`src/rtl/shift_pkg.sv`:
```
// Shared opcode and state encodings for the iterative shift sequencer.
package shift_pkg;

    typedef enum logic [1:0] {
        OP_SLL = 2'b00,
        OP_SRL = 2'b01,
        OP_SRA = 2'b10,
        OP_RSV = 2'b11
    } shift_op_e;

    typedef enum logic [1:0] {
        IDLE  = 2'd0,
        SHIFT = 2'd1,
        DONE  = 2'd2
    } shift_state_e;

    localparam int unsigned DATA_W  = 32;
    localparam int unsigned SHAMT_W = 5;

endpackage

```
`src/rtl/shifter_32.sv`:
```
// One-bit right-shift stage; arith supplies the bit shifted in at the MSB.
module shifter_32
    import shift_pkg::*;
(
    input  logic [DATA_W-1:0] a,
    input  logic              shamt,
    input  logic              arith,
    output logic [DATA_W-1:0] y
);

    always_comb begin
        y = a;
        if (shamt) begin
            y = {arith, a[DATA_W-1:1]};
        end
    end

endmodule

```
`src/rtl/shift_iter_32.sv`:
```
// Multi-cycle shift sequencer: steps a one-bit right-shift stage once per clock.
// Left shifts run as right shifts on a bit-reversed operand.
//
// state | meaning
// IDLE  | waiting for start; result held on z
// SHIFT | one bit per cycle through the stage until cnt runs out
// DONE  | result captured into z; done pulses in the following cycle
module shift_iter_32
    import shift_pkg::*;
(
    input  logic               clk,
    input  logic               rst_n,
    input  logic               start,
    input  logic [DATA_W-1:0]  x,
    input  logic [SHAMT_W-1:0] shamt,
    input  logic [1:0]         op,
    output logic               busy,
    output logic               done,
    output logic [DATA_W-1:0]  z
);

    shift_state_e       state_q, state_d;
    logic [DATA_W-1:0]  acc_q, acc_d;
    logic [SHAMT_W-1:0] cnt_q, cnt_d;
    logic               fill_q, fill_d;
    logic [1:0]         op_q, op_d;
    logic [DATA_W-1:0]  z_q, z_d;
    logic               done_q, done_d;

    logic [DATA_W-1:0]  x_rev;
    logic [DATA_W-1:0]  acc_rev;
    logic [DATA_W-1:0]  stage_y;

    for (genvar i = 0; i < DATA_W; i++) begin : g_rev
        assign x_rev[i]   = x[DATA_W-1-i];
        assign acc_rev[i] = acc_q[DATA_W-1-i];
    end

    shifter_32 u_stage (
        .a     (acc_q),
        .shamt (1'b1),
        .arith (fill_q),
        .y     (stage_y)
    );

    always_comb begin
        state_d = state_q;
        acc_d   = acc_q;
        cnt_d   = cnt_q;
        fill_d  = fill_q;
        op_d    = op_q;
        z_d     = z_q;
        done_d  = 1'b0;
        case (state_q)
            IDLE: begin
                if (start) begin
                    acc_d   = (op == OP_SLL) ? x_rev : x;
                    cnt_d   = shamt;
                    fill_d  = (op == OP_SRA) & x[DATA_W-1];
                    op_d    = op;
                    state_d = (shamt != '0) ? SHIFT : DONE;
                end
            end
            SHIFT: begin
                acc_d = stage_y;
                cnt_d = cnt_q - 1'b1;
                if (cnt_q == SHAMT_W'(1)) begin
                    state_d = DONE;
                end
            end
            DONE: begin
                z_d     = (op_q == OP_SLL) ? acc_rev : acc_q;
                done_d  = 1'b1;
                state_d = IDLE;
            end
            default: state_d = IDLE;
        endcase
    end

    always_ff @(posedge clk or negedge rst_n) begin
        if (!rst_n) begin
            state_q <= IDLE;
            acc_q   <= '0;
            cnt_q   <= '0;
            fill_q  <= 1'b0;
            op_q    <= 2'b00;
            z_q     <= '0;
            done_q  <= 1'b0;
        end else begin
            state_q <= state_d;
            acc_q   <= acc_d;
            cnt_q   <= cnt_d;
            fill_q  <= fill_d;
            op_q    <= op_d;
            z_q     <= z_d;
            done_q  <= done_d;
        end
    end

    // the done cycle counts as busy even though the FSM is already back in IDLE
    assign busy = (state_q != IDLE) | done_q;
    assign done = done_q;
    assign z    = z_q;

endmodule
```
`config.mk`:
```
export PLATFORM = sky130hd
export DESIGN_NAME = shift_iter_32
export DESIGN_NICKNAME = d
export VERILOG_FILES = /design/src/rtl/shift_pkg.sv /design/src/rtl/shifter_32.sv /design/src/rtl/shift_iter_32.sv
export SDC_FILE = /design/constraint.sdc
export NUM_CORES = 1
export LEC_CHECK = 0
export CAP_MARGIN = 25
export CORE_ASPECT_RATIO = 1.4
export CORE_UTILIZATION = 55
export DETAILED_ROUTE_END_ITERATION = 6
export PLACE_DENSITY = 0.82
export SYNTH_ARGS = -nofsm -noshare
export SYNTH_HDL_FRONTEND = slang
export SYNTH_SLANG_ARGS = --single-unit
```
`constraint.sdc`:
```
create_clock -name clk -period 2.55 [get_ports clk]
set_input_delay 0.3825 -clock clk [delete_from_list [all_inputs] [get_ports clk]]
set_output_delay 0.3825 -clock clk [all_outputs]
set_load 0.03 [all_outputs]
```
==> results.sh <==
export IMPL_synth_seq_cells=75
export IMPL_syn_nets=392
export IMPL_violations="DRC"
export IMPL_rows=34
export IMPL_hold_viol=0
export IMPL_fp_dieH_um=98.78
export IMPL_worstRegToRegCells=3
export IMPL_grt_pass1_vias=2857
export IMPL_wl_um=7978
export IMPL_clock_latency_ns=0.35
export IMPL_p_sw_share_pct=40.38
export IMPL_finClkSkew_ns=0.005586
export IMPL_start_kind="register"
export IMPL_num_nets_final=457
export IMPL_endpoint="busy"
export IMPL_dr_pass1_iters=7
export IMPL_crit_required_ns=2.17
export IMPL_synth_cell_types=37
export IMPL_root_buffer="clkbuf_8"
export IMPL_cts_resized=0
export IMPL_ios=76
export IMPL_synth_ff_type="dfrtp_1"
export IMPL_antenna_found_initial=0
export IMPL_cts_tree="built"
export IMPL_power_frac_seq_pct=38.8
export IMPL_grt_setup_unrepaired="false"
export IMPL_worstPathMaxFanout=15
export IMPL_r2r_slack_ns=0.79
export IMPL_nFillCells=504
export IMPL_slew_viol_final=0
export IMPL_dieArea_um2=7026
export IMPL_outcome="finished, violations left"
export IMPL_power_internal_mw=3.314
export IMPL_clockBufferDepth=2
export IMPL_design_core_area_um2=6339
export IMPL_fmax_mhz=438.0
export IMPL_period_share_pct=89.54
export IMPL_crit_start="state_q[1]"
export IMPL_synth_yosys_seq_area_share_pct=51.00
export IMPL_tightest_slew_ns=0.9132
export IMPL_comb_power_share_pct=44.5
export IMPL_fin_crit_ns=2.283
export IMPL_io_buffers=75
export IMPL_stdcell_area_um2=4649
export IMPL_syn_to_final_growth_pct=26.35
export IMPL_drc_errors=4
export IMPL_htreeDepth=3
export IMPL_syn_area_per_cell_um2=10.57
export IMPL_synth_cell_area_um2=3680
export IMPL_gp_congestion=0.7890
export IMPL_crit_type="reg2out"
export IMPL_powerDensity_nw_per_um2=1195
export IMPL_vias_per_cell=5.951
export IMPL_slew_headroom_pct=39.12
export IMPL_vdd_drop_max_uv=701.5
export IMPL_cts_sinks=75
export IMPL_r2r_end="acc_q[11]"
export IMPL_ant_nets=0
export IMPL_yosys_warnings=0
export IMPL_endpoint_kind="primary output"
export IMPL_grt_overflow=0
export IMPL_die_w_um=71.13
export IMPL_drt_iter0_drc=162
export IMPL_clkPwrFrac_pct=16.7
export IMPL_drive_above_1_share_pct=7.895
export IMPL_switching_power_mw=2.244
export IMPL_vias=2916
export IMPL_grt_max_degree=76
export IMPL_start_util_pct=58.05
export IMPL_async_flop_share_pct=100.0
export IMPL_dpl_cell_area_um2=4419
export IMPL_numCtsBuffers=9
export IMPL_post_cts_buffers=0
export IMPL_setup_viol=0
export IMPL_clk_pin_slew_worst_paths_ns=0.07
export IMPL_p_leak_nw=1.926
export IMPL_dp_hpwl_um=5523
export IMPL_setup_tns_ns=0
export IMPL_power_total_mw=5.558
export IMPL_rr_startpoint="state_q[1]"
export IMPL_hold_buffers=0
export IMPL_grt_first_pass_wirelength_um=13420
export IMPL_netlist_instances=348
export IMPL_grt_usage_pct=24.62
export IMPL_max_cap_violations=0
export IMPL_synth_edf_count=0
export IMPL_insertedDiodeCount=0
export IMPL_hold_class="in2async"
export IMPL_wl_per_cell_um=16.28
export IMPL_arrival_ns=1.90
-- cells in the mapped netlist, drive strengths merged (2+ instances only) --
| cell type | number | share of area [%] |
|---|---|---|
| clkbuf | 7 | 0.75 |
| buf | 21 | 3.6 |
| nor2 | 3 | 0.44 |
| nand2b | 3 | 0.51 |
| nand2 | 34 | 3.5 |
| o22ai | 33 | 5.6 |
| dfrtp | 75 | 51 |
| mux2 | 2 | 0.61 |
| nor3b | 2 | 0.41 |
| ha | 2 | 0.68 |
| or3 | 3 | 0.51 |
| a21oi | 37 | 5.0 |
| o21ai | 34 | 4.6 |
| mux2i | 64 | 17 |
| o2bb2ai | 2 | 0.48 |
| nor3 | 2 | 0.27 |
| inv | 8 | 0.82 |
-- per-stage QoR --
step                      setup slack, ns  hold WS, ns  util [%]  instances
after CTS                          0.2696       0.2039     72.92        489
after detailed placement           0.4898       0.4704     69.72        473
after floorplan                     1.130      0.08691         -        348
after global routing               0.1915       0.2570     73.35        490
after global placement             0.5476       0.4610     69.72        473
final                              0.2667       0.1632     73.35        490
-- power groups by stage --
stage | Clock, mW | Sequential (mW) | Combinational, mW
after floorplan | 0 | 2.43 | 1.36
after global placement | 0 | 2.15 | 2.36
after detailed placement | 0 | 2.18 | 2.42
after CTS | 0.930 | 2.16 | 2.43
after global routing | 0.982 | 2.24 | 2.70
final | 0.928 | 2.16 | 2.47
-- per-layer routing --
layer	up-vias	global-route usage [%]	share of wire [%]
met5	-	0	0
met4	0	9.538	1.8
met3	13	4.806	4.7
met2	77	41.79	54
met1	1420	31.00	40
li1	1406	-	-
-- state kept, by name (all words and copies together), names as in the netlist --
signal,cells
cnt_q,5
op_q,2
fill_q,1
done,1
z,32
state_q,2
acc_q,32
-- critical path, cell delays in order (launching register included) --
cell and delay, ns:
dfrtp_1 0.55, or3_1 0.41, clkdlybuf4s50_1 0.60
-- placed cells by master (no fill, tap or decap), types with 2 or more instances in the layout --
cell type and instances:
o22ai_1 33, o21ai_0 34, clkinvlp_4 4, nand2b_1 2, mux2i_1 64, buf_4 7, o2bb2ai_1 2, nor3_1 2
a21oi_1 37, or3_1 3, nand2_1 34, nor2_4 2, inv_1 8, clkdlybuf4s50_1 74, dfrtp_1 75, clkbuf_8 10
mux2_2 2, ha_1 2
-- area by class of cell --
class | instances | area, µm² | share of cell area (%)
tap | 72 | 90.09 | 1.938
multi-input combinational | 237 | 1629 | 35.04
clock inverter | 6 | 65.06 | 1.399
clock buffer | 10 | 137.6 | 2.960
timing repair buffer | 82 | 820.8 | 17.65
sequential | 75 | 1877 | 40.37
inverter | 8 | 30.03 | 0.6459
-- how the worst min path moves through the flow --
| stage | startpoint | endpoint | slack [ns] | depth (start not counted) |
|---|---|---|---|---|
| 2_1_floorplan | rst_n | acc_q[0] | 0.09 | 0 |
| 5_1_grt | rst_n | acc_q[6] | 0.26 | 1 |
| 6_report | rst_n | acc_q[3] | 0.16 | 1 |
| 3_3_place_gp | z[2] | z[2] | 0.46 | 2 |
| 3_5_place_dp | z[18] | z[18] | 0.47 | 2 |
| 4_1_cts | rst_n | z[6] | 0.20 | 1 |
-- logic make-up (layout without fill, tap and decap cells) --
| family | after synthesis | in the layout | synth area share, % |
|---|---|---|---|
| compound gates | 113 | 113 | 17.61 |
| flops | 75 | 75 | 51.00 |
| mux | 66 | 66 | 18.02 |
| simple gates | 56 | 56 | 7.481 |
| buf+inv | 36 | 106 | 5.202 |
| fa+ha+maj | 2 | 2 | 0.6799 |
(Power assumes the default switching activity.)
